--- src/rtl/fec_cc_encoder.sv ---
// Rate-1/2 tail-biting convolutional encoder (K=7, G1=171, G2=133) with ping-pong input banks.
// Define FEC_XY_PAR_EN to emit {X,Y} as one 2-bit beat instead of serial X then Y.
module fec_cc_encoder #(
  parameter int unsigned BLK_LEN = 96,
  parameter int unsigned K       = 7
) (
  input  logic       clk,
  input  logic       reset_N,
  input  logic       data_in,
  input  logic       valid_in,
  output logic       ready_fec,
`ifdef FEC_XY_PAR_EN
  output logic [1:0] data_out,
`else
  output logic       data_out,
`endif
  output logic       valid_out,
  input  logic       ready_in,
  output logic       blk_done
);

  localparam int unsigned PW = $clog2(BLK_LEN);
  localparam int unsigned SW = K - 1;
  localparam logic [PW-1:0] LastIdx = PW'(BLK_LEN - 1);
`ifdef FEC_XY_PAR_EN
  localparam int unsigned DW = 2;
`else
  localparam int unsigned DW = 1;
`endif

  localparam logic [1:0] StIdle = 2'd0;
  localparam logic [1:0] StLoad = 2'd1;
  localparam logic [1:0] StOutX = 2'd2;
  localparam logic [1:0] StOutY = 2'd3;

  // s[0] is the most recent past bit
  function automatic logic code_x(input logic u, input logic [SW-1:0] s);
    return u ^ s[0] ^ s[1] ^ s[2] ^ s[5];
  endfunction

  function automatic logic code_y(input logic u, input logic [SW-1:0] s);
    return u ^ s[1] ^ s[2] ^ s[4] ^ s[5];
  endfunction

  // First symbol presented for a bit: X alone, or {X,Y} in the parallel build
  function automatic logic [DW-1:0] lead_sym(input logic u, input logic [SW-1:0] s);
`ifdef FEC_XY_PAR_EN
    return {code_x(u, s), code_y(u, s)};
`else
    return code_x(u, s);
`endif
  endfunction

  logic [BLK_LEN-1:0] bank_q [2];
  logic [1:0]         full_q, full_d;
  logic               wbank_q, wbank_d, rbank_q, rbank_d;
  logic [PW-1:0]      wptr_q, wptr_d, rptr_q, rptr_d, rptr_inc;
  logic [SW-1:0]      s_q, s_d, s_init, s_shift;
  logic [1:0]         state_q, state_d;
  logic [DW-1:0]      dout_q, dout_d;
  logic               vout_q, vout_d, init_q;
  logic [BLK_LEN-1:0] rword;
  logic               u_cur, u_nxt, wr_en, set_full, accept, beat_done, other_full;

  assign ready_fec = init_q & ~full_q[wbank_q];
  assign wr_en     = valid_in & ready_fec;
  assign data_out  = dout_q;
  assign valid_out = vout_q;
  assign accept    = vout_q & ready_in;

`ifdef FEC_XY_PAR_EN
  assign beat_done = accept & (state_q == StOutX);
`else
  assign beat_done = accept & (state_q == StOutY);
`endif

  always_comb begin
    wptr_d   = wptr_q;
    wbank_d  = wbank_q;
    set_full = 1'b0;
    if (wr_en) begin
      if (wptr_q == LastIdx) begin
        wptr_d   = '0;
        wbank_d  = ~wbank_q;
        set_full = 1'b1;
      end else begin
        wptr_d = wptr_q + 1'b1;
      end
    end
  end

  always_comb begin
    rword    = bank_q[rbank_q];
    u_cur    = rword[rptr_q];
    rptr_inc = rptr_q + 1'b1;
    u_nxt    = rword[rptr_inc];
    s_shift  = {s_q[SW-2:0], u_cur};
    for (int i = 0; i < int'(SW); i++) begin
      s_init[i] = rword[BLK_LEN-1-i];
    end
    // A bank completed by the writer this cycle counts as already full
    other_full = full_q[~rbank_q] | (set_full & (wbank_q != rbank_q));

    state_d  = state_q;
    s_d      = s_q;
    rptr_d   = rptr_q;
    rbank_d  = rbank_q;
    dout_d   = dout_q;
    vout_d   = vout_q;
    blk_done = 1'b0;

    case (state_q)
      StIdle: if (full_q[rbank_q]) state_d = StLoad;
      StLoad: begin
        s_d     = s_init;
        rptr_d  = '0;
        dout_d  = lead_sym(rword[0], s_init);
        vout_d  = 1'b1;
        state_d = StOutX;
      end
`ifndef FEC_XY_PAR_EN
      StOutX: begin
        if (accept) begin
          dout_d  = code_y(u_cur, s_q);
          state_d = StOutY;
        end
      end
`endif
      default: ;
    endcase

    if (beat_done) begin
      if (rptr_q == LastIdx) begin
        blk_done = 1'b1;
        vout_d   = 1'b0;
        rbank_d  = ~rbank_q;
        state_d  = other_full ? StLoad : StIdle;
      end else begin
        rptr_d  = rptr_inc;
        s_d     = s_shift;
        dout_d  = lead_sym(u_nxt, s_shift);
        state_d = StOutX;
      end
    end

    full_d = full_q;
    if (blk_done) full_d[rbank_q] = 1'b0;
    if (set_full) full_d[wbank_q] = 1'b1;
  end

  always_ff @(posedge clk or negedge reset_N) begin
    if (!reset_N) begin
      full_q  <= '0;
      wbank_q <= 1'b0;
      rbank_q <= 1'b0;
      wptr_q  <= '0;
      rptr_q  <= '0;
      s_q     <= '0;
      state_q <= StIdle;
      dout_q  <= '0;
      vout_q  <= 1'b0;
      init_q  <= 1'b0;
    end else begin
      full_q  <= full_d;
      wbank_q <= wbank_d;
      rbank_q <= rbank_d;
      wptr_q  <= wptr_d;
      rptr_q  <= rptr_d;
      s_q     <= s_d;
      state_q <= state_d;
      dout_q  <= dout_d;
      vout_q  <= vout_d;
      init_q  <= 1'b1;
    end
  end

  // Block storage carries no reset; the full flags gate every read
  always_ff @(posedge clk) begin
    if (wr_en) bank_q[wbank_q][wptr_q] <= data_in;
  end

endmodule

--- config.mk ---
export PLATFORM = sky130hd
export DESIGN_NAME = fec_cc_encoder
export DESIGN_NICKNAME = d
export VERILOG_FILES = /design/src/rtl/fec_cc_encoder.sv
export SDC_FILE = /design/constraint.sdc
export NUM_CORES = 1
export LEC_CHECK = 0
export CAP_MARGIN = 10
export CORE_MARGIN = 3
export CORE_UTILIZATION = 29
export DETAILED_ROUTE_END_ITERATION = 10
export DONT_BUFFER_PORTS = 1
export MAX_ROUTING_LAYER = met4
export PLACE_DENSITY = 0.52
export SKIP_LAST_GASP = 1
export SLEW_MARGIN = 5
export SYNTH_ARGS = -nofsm -noshare
export SYNTH_HDL_FRONTEND = slang
export SYNTH_SLANG_ARGS = --single-unit
--- constraint.sdc ---
create_clock -name clk -period 3.81 [get_ports clk]
set_input_delay 0.381 -clock clk [delete_from_list [all_inputs] [get_ports clk]]
set_output_delay 0.381 -clock clk [all_outputs]
set_load 0.02 [all_outputs]
==> results.md, run 1 <==
- Status: complete, no violations
- Hold slack: 0.04875 ns
- P_leak: slightly above 4 nW
- Synth Register Bits: 221
- N_diodes: 0
- Largest net degree at the start of global routing: 175
- Register area: roughly 6500 um2
- Row cnt: 73
- Min-delay worst type: input pin to flop
- Crit path arrival time: 3.71 ns
- Slew Viols, Final: 0
- Pre-antenna DRT Iters: 5
- Syn-to-layout area delta: 11.84%
- Ports: 9
- Highest clock rate: ~300 MHz
- Fillers: about 3900
- Vias in the first global route: 7694
- Die area: 43000 um2
- Synth async-reset ratio: 13.12%
- Gr ovfl total: 0
- Maximum VDD drop: 0.2734 mV
- Most frequent CP cell: o211ai_1
- Post-CTS Setup Inserts: 0
- Post-synth top flop: edfxtp_1
- Sequential fraction of the synthesis area: 55.21%
- HPWL after detailed placement: 21150 um
- Syn_area_per_cell: 12.77 um2
- Critical path's slowest cell: dfrtp_4
- Ratio of cells with drive above 1 in the final layout: between 10% and 20%
- Syn_nets: 933
- Place WS: 0.5534 ns
- Core Area: 39910 um2
- Critical path endpoint category: flop
- Gr usage total: 15.50%
- Slowest stage delay, CP: 0.65 ns
- Most common cell after layout, fill and taps aside: nor2_1
- Mean number of vias per cell: 5.360
- Slew @ Worst Pin: approximately 1.0 ns
- Cts bufs inserted: 26
- Port Buf Inserts: 0
- Pwr per Cell Area: between 500 and 600 nW/um2
- Detailed Route Iter0 Violations: around 730
- CTS clk-pin slew, worst paths: 0.06 ns
- Final #Nets: 911
- Root Driver: clkbuf_16
- Critical path type: flop to flop
- Chip width: between 200 and 250 um
- First-pass GRT wire length: 49780 um
- Area of the multi-input gates: 4863 um2
- Routed wire per std cell: 22.83 um
- Number of flops mapped to enable cells by yosys: 192
- Drc violations: 0
- Worst-case clock buffer depth: 3
- Worst skew pair latency: approximately 0.53 ns
- Final Skew: between 0.01 and 0.015 ns
- Final Hold Fails: 0
- Post-route ant nets: 0
- Initial Util: 29.46%
- Fin util: 32.95%
- Final setup fails: 0
- Pwr Total: 6.970 mW
- H-tree levels: 1
- Worst Path Max Fanout: 18
- Max Cap Viol: 0
- Cell count after synthesis: 921
- CTS Sinks: 221
- Yosys cell types: 50
- Routed via count: 7735
- Ys Warns: 0
- Worst Path Required: 4.21 ns
- Mapped cell area: 11760 um2
- Unrepaired setup endpoints after global routing: no
- Placer Congestion: 0.9044
- Final WS setup: around 0.49 ns
- Final WL: about 33000 um
- Relative slew slack: 30.55%
- TritonCTS clock tree: built
- Most frequent cells in the layout: nor2_1, edfxtp_1, mux4_2
- Worst path cell trace: buf_4, mux4_2, a22o_1, a211oi_1, o2111ai_1, o211ai_1, nand3_1, xor2_1, xnor2_1, o211ai_1
- Tcrit/Tclk final: 87.08%
- Initial antenna violation count: 0
- Worst Setup Start Kind: flop
- Fin crit period: 3.318 ns
- Setup_tns: 0 ns
- Die Ht: ~210 um
==> per-layer routing <==
metal	wire (um)	share of wire (%)	track usage (%)	vias to the layer above
met1	14490	44	20.89	4042
met5	0	0	-	-
li1	-	-	-	3399
met3	1958	5.9	2.509	48
met2	15730	48	24.69	246
met4	758	2.3	3.816	0
==> layout make-up <==
class / instances / share of cell area, %
clock buffer: 37 / 5.890
timing repair buffer: 26 / 2.036
tap: 525 / 4.995
clock inverter: 10 / 0.3616
sequential: 221 / 49.42
inverter: 11 / 0.3140
multi-input combinational: 613 / 36.98
==> power by group <==
| part | switching, mW | total (mW) | internal (mW) |
|---|---|---|---|
| registers | 0.124 | 2.85 | 2.73 |
| clock network | 0.988 | 2.39 | 1.40 |
| logic | 1.05 | 1.73 | 0.675 |
| total | 2.16 | 6.97 | 4.81 |
==> through the flow <==
step / instance area (um2) / cells
after global placement: 12270 / 1391
final: 13150 / 1443
after floorplan: 11760 / 921
after global routing: 13150 / 1443
after detailed placement: 12270 / 1391
after CTS: 13150 / 1443
==> cell usage after synthesis, types with 2 or more instances <==
cell type	n	area [um2]
o31ai_1	6	45.04
o211ai_1	4	30.03
nor3_1	11	55.05
xor2_1	6	52.55
nand4_1	6	37.54
buf_2	16	80.08
mux2_2	5	56.30
dfrtp_1	29	725.7
inv_1	8	30.03
nand2b_1	6	37.54
and3_1	3	18.77
mux4_2	86	1937
a22oi_1	5	37.54
ha_1	7	87.58
nor2b_1	9	56.30
xnor2_1	16	140.1
clkbuf_1	47	176.4
a211oi_1	6	45.04
or3_1	2	12.51
and2_1	3	18.77
o21ai_0	19	95.09
o22ai_1	3	18.77
o311ai_0	3	26.28
nand2_1	55	206.5
buf_4	8	60.06
buf_6	4	45.04
nor2_1	226	848.3
a2111oi_0	2	17.52
o2111ai_1	4	35.03
a41oi_1	2	17.52
inv_2	2	7.510
o221ai_1	5	43.79
mux2i_1	51	510.5
edfxtp_1	192	5766
nand3_1	35	175.2
a22o_1	2	17.52
or2_2	3	18.77
a21oi_1	12	60.06
==> path summary, 6_finish.rpt <==
kind | startpoint | to | slack (ns) | cells after the start
min in group asynchronous | reset_N | full_q[1] | 0.30 | 2
min | data_in | bank_q[1][9] | 0.05 | 0
max in group asynchronous | reset_N | rptr_q[0] | 3.31 | 2
min reg2reg | s_q[3] | s_q[4] | 0.48 | 2
max | rbank_q | data_out | 0.49 | 10
max reg2reg | rbank_q | data_out | 0.49 | 10
==> kinds of logic (layout without fill, tap and decap cells) <==
| kind of cell | after synthesis | in the layout | share of synthesized area [%] |
|---|---|---|---|
| compound gates | 79 | 79 | 4.693 |
| xor+xnor | 23 | 23 | 1.777 |
| fa+ha+maj | 7 | 7 | 0.7449 |
| buf+inv | 87 | 84 | 3.491 |
| flops | 221 | 221 | 55.21 |
| mux | 142 | 142 | 21.29 |
| other cells | 1 | 1 | 0.03189 |
| simple gates | 361 | 361 | 12.76 |
==> repair_timing <==
item                                   4_1_cts  5_1_grt
endpoints found under the hold margin       48        0
hold buffers                                 5        0
resized for setup                            0        0
==> worst max-delay path, delay by kind of cell, from the launching register on <==
family / cells / cell delay [ns]
flops: 1 / 0.65
simple gates: 1 / 0.22
compound gates: 5 / 1.06
mux: 1 / 0.52
buf+inv: 1 / 0.31
xor+xnor: 2 / 0.41
==> sequential cells by signal, summed over array words and instances, names as in the netlist <==
name and cells:
bank_q 192, state_q 2, full_q 2, rbank_q 1
valid_out 1, wbank_q 1, data_out 1, s_q 6
wptr_q 7, rptr_q 7, init_q 1
Power figures use the tool's default switching activity.
==> run 2: changes to the inputs <==
PLACE_DENSITY = default   (was 0.52)
PLACE_DENSITY_LB_ADDON = 0.12   (was default)
==> results.md, run 2 (synthesized netlist as in run 1, its figures left out) <==
- Status: complete, no violations (unchanged)
- Ports: 9 (unchanged)
- Reg2Reg Launch Point: rptr_q[0] (was rbank_q)
- CTS clk-pin slew, worst paths: 0.06 ns (about the same)
- Maximum VDD drop: 0.3161 mV (was 0.2734 mV)
- P_leak: 4.133 nW (was 4.035 nW)
- Detailed Route Iter0 Violations: 613 (was 733)
- Vias in the first global route: 7730 (was 7694)
- Ratio of cells with drive above 1 in the final layout: 19.10% (was 17.65%)
- Fillers: 4001 (was 3944)
- Mean number of vias per cell: 5.217 (was 5.360)
- Most flop-heavy register: bank_q (unchanged)
- First-pass GRT wire length: 53690 um (was 49780 um)
- Root Driver: clkbuf_16 (unchanged)
- Pwr Total: 7.210 mW (was 6.970 mW)
- Fin crit period: 3.434 ns (was 3.318 ns)
- H-tree levels: 1 (unchanged)
- Slowest stage delay, CP: 0.89 ns (was 0.65 ns)
- Final Hold Fails: 0 (unchanged)
- Setup_tns: 0 ns (unchanged)
- Die Ht: 207.4 um (unchanged)
- Row cnt: 73 (unchanged)
- Gr usage total: 17.19% (was 15.50%)
- Post-route ant nets: 0 (unchanged)
- Post-CTS Setup Inserts: 0 (unchanged)
- Max Cap Viol: 0 (unchanged)
- Highest clock rate: 291.2 MHz (was 301.4 MHz)
- Largest net degree at the start of global routing: 193 (was 175)
- Die area: 43000 um2 (unchanged)
- TritonCTS clock tree: built (unchanged)
- Initial antenna violation count: 0 (unchanged)
- Pwr per Cell Area: 540.7 nW/um2 (was 530.1 nW/um2)
- CP startpoint: rptr_q[0] (was rbank_q)
- N_diodes: 0 (unchanged)
- Final setup fails: 0 (unchanged)
- Worst path cell trace: buf_12, nand2b_1, o221ai_1, a2111oi_0, nor3_1, o211ai_1, nand3_1, xor2_1, xnor2_1, o211ai_1 (was buf_4, mux4_2, a22o_1, a211oi_1, o2111ai_1, o211ai_1, nand3_1, xor2_1, xnor2_1, o211ai_1)
- Critical path's slowest cell: a2111oi_0 (was dfrtp_4)
- Drc violations: 0 (unchanged)
- Post-CTS Resized: 0 (unchanged)
- Worst-case clock buffer depth: 3 (unchanged)
- CTS Sinks: 221 (unchanged)
- Relative slew slack: 34.71% (was 30.55%)
- Worst skew pair latency: 0.56 ns (was 0.53 ns)
- Core Area: 39910 um2 (unchanged)
- Routed via count: 7627 (was 7735)
- Initial Util: 29.46% (unchanged)
- Pre-antenna DRT Iters: 5 (unchanged)
- Number of flip-flops in the largest register: 192 (unchanged)
- Min-delay worst type: input pin to flop (unchanged)
- R2R Setup Slk: 0.38 ns (was 0.49 ns)
- Cts bufs inserted: 28 (was 26)
- Regs by FF count: bank_q x192, rptr_q x7, wptr_q x7 (unchanged)
- Area of the multi-input gates: 4863 um2 (unchanged)
- Syn-to-layout area delta: 13.40% (was 11.84%)
- Gr ovfl total: 0 (unchanged)
- Worst Setup Start Kind: flop (unchanged)
- Crit path arrival time: 3.86 ns (was 3.71 ns)
- Most common cell after layout, fill and taps aside: nor2_1 (unchanged)
- Critical path type: flop to flop (unchanged)
- Worst Path Required: 4.23 ns (was 4.21 ns)
- Worst Setup EP: data_out (unchanged)
- R2R Path End: data_out (unchanged)
- CTS Hold Bufs: 3 (was 5)
- Tcrit/Tclk final: 90.12% (was 87.08%)
- Critical path endpoint category: flop (unchanged)
- Unrepaired setup endpoints after global routing: no (unchanged)
- Worst r2r path cells: 10 (unchanged)
- Register area: 6499 um2 (unchanged)
- Port Buf Inserts: 0 (unchanged)
- Slew @ Worst Pin: 0.9769 ns (was 1.039 ns)
- Placer Congestion: 0.8161 (was 0.9044)
- Chip width: 207.4 um (unchanged)
- Hold slack: 0.09864 ns (was 0.04875 ns)
- Final WL: 36270 um (was 32940 um)
- Worst Path Max Fanout: 85 (was 18)
- Most frequent CP cell: o211ai_1 (unchanged)
- Final #Nets: 927 (was 911)
- Routed wire per std cell: 24.81 um (was 22.83 um)
- Slew Viols, Final: 0 (unchanged)
- Final Skew: 0.01157 ns (was 0.01069 ns)
- Most frequent cells in the layout: nor2_1, edfxtp_1, mux4_2 (unchanged)
- HPWL after detailed placement: 23230 um (was 21150 um)
run 2: per-stage QoR:
stage / utilization, % / setup WS [ns] / cells / instance area [um2]
after floorplan: - / 1.030 / 921 / 11760
after global placement: 31.07 / 0.4207 / 1407 / 12400
after detailed placement: 31.07 / 0.4820 / 1407 / 12400
after CTS: 33.40 / 0.4575 / 1462 / 13330
after global routing: 33.40 / 0.1745 / 1462 / 13330
final: 33.40 / 0.3763 / 1462 / 13330
run 2: cell type report:
class | instances | share of cell area, %
Inverter | 11 | 0.3097
Clock inverter | 10 | 0.5255
Multi-Input combinational cell | 613 | 36.48
Sequential cell | 221 | 48.74
Clock buffer | 42 | 6.034
Timing Repair Buffer | 40 | 2.984
Tap cell | 525 | 4.927
run 2: worst min-delay path by stage:
stage | to | slack, ns | start | cells after the start
2_1_floorplan | data_out | 0.09 | reset_N | 0
3_3_place_gp | full_q[1] | 0.09 | reset_N | 0
3_5_place_dp | full_q[1] | 0.09 | reset_N | 0
4_1_cts | wptr_q[1] | 0.08 | valid_in | 3
5_1_grt | wptr_q[0] | 0.10 | valid_in | 3
6_report | wptr_q[1] | 0.1 | valid_in | 3
run 2: power breakdown:
group | internal [mW] | leakage [nW] | total [mW] | switching (mW)
registers | 2.73 | 2.09 | 2.87 | 0.144
clock network | 1.51 | 0.431 | 2.54 | 1.03
logic | 0.684 | 1.61 | 1.79 | 1.11
run 2: per-layer routing:
metal	vias to the layer above	part of all wire, %	GRT usage (%)
met1	3983	46	23.22
met2	171	48	27.85
li1	3429	-	-
met3	44	4.0	2.584
met4	0	2.0	3.511
met5	-	0	-
run 2: worst max-delay path, delay by kind of cell, from the launching register on:
kind | cells | cell delay, ns
DFF | 1 | 0.43
AOI/OAI and AO/OA | 4 | 1.32
and+or+nand+nor | 3 | 0.69
xor gates and xnor gates | 2 | 0.44
buffers and inverters | 1 | 0.41
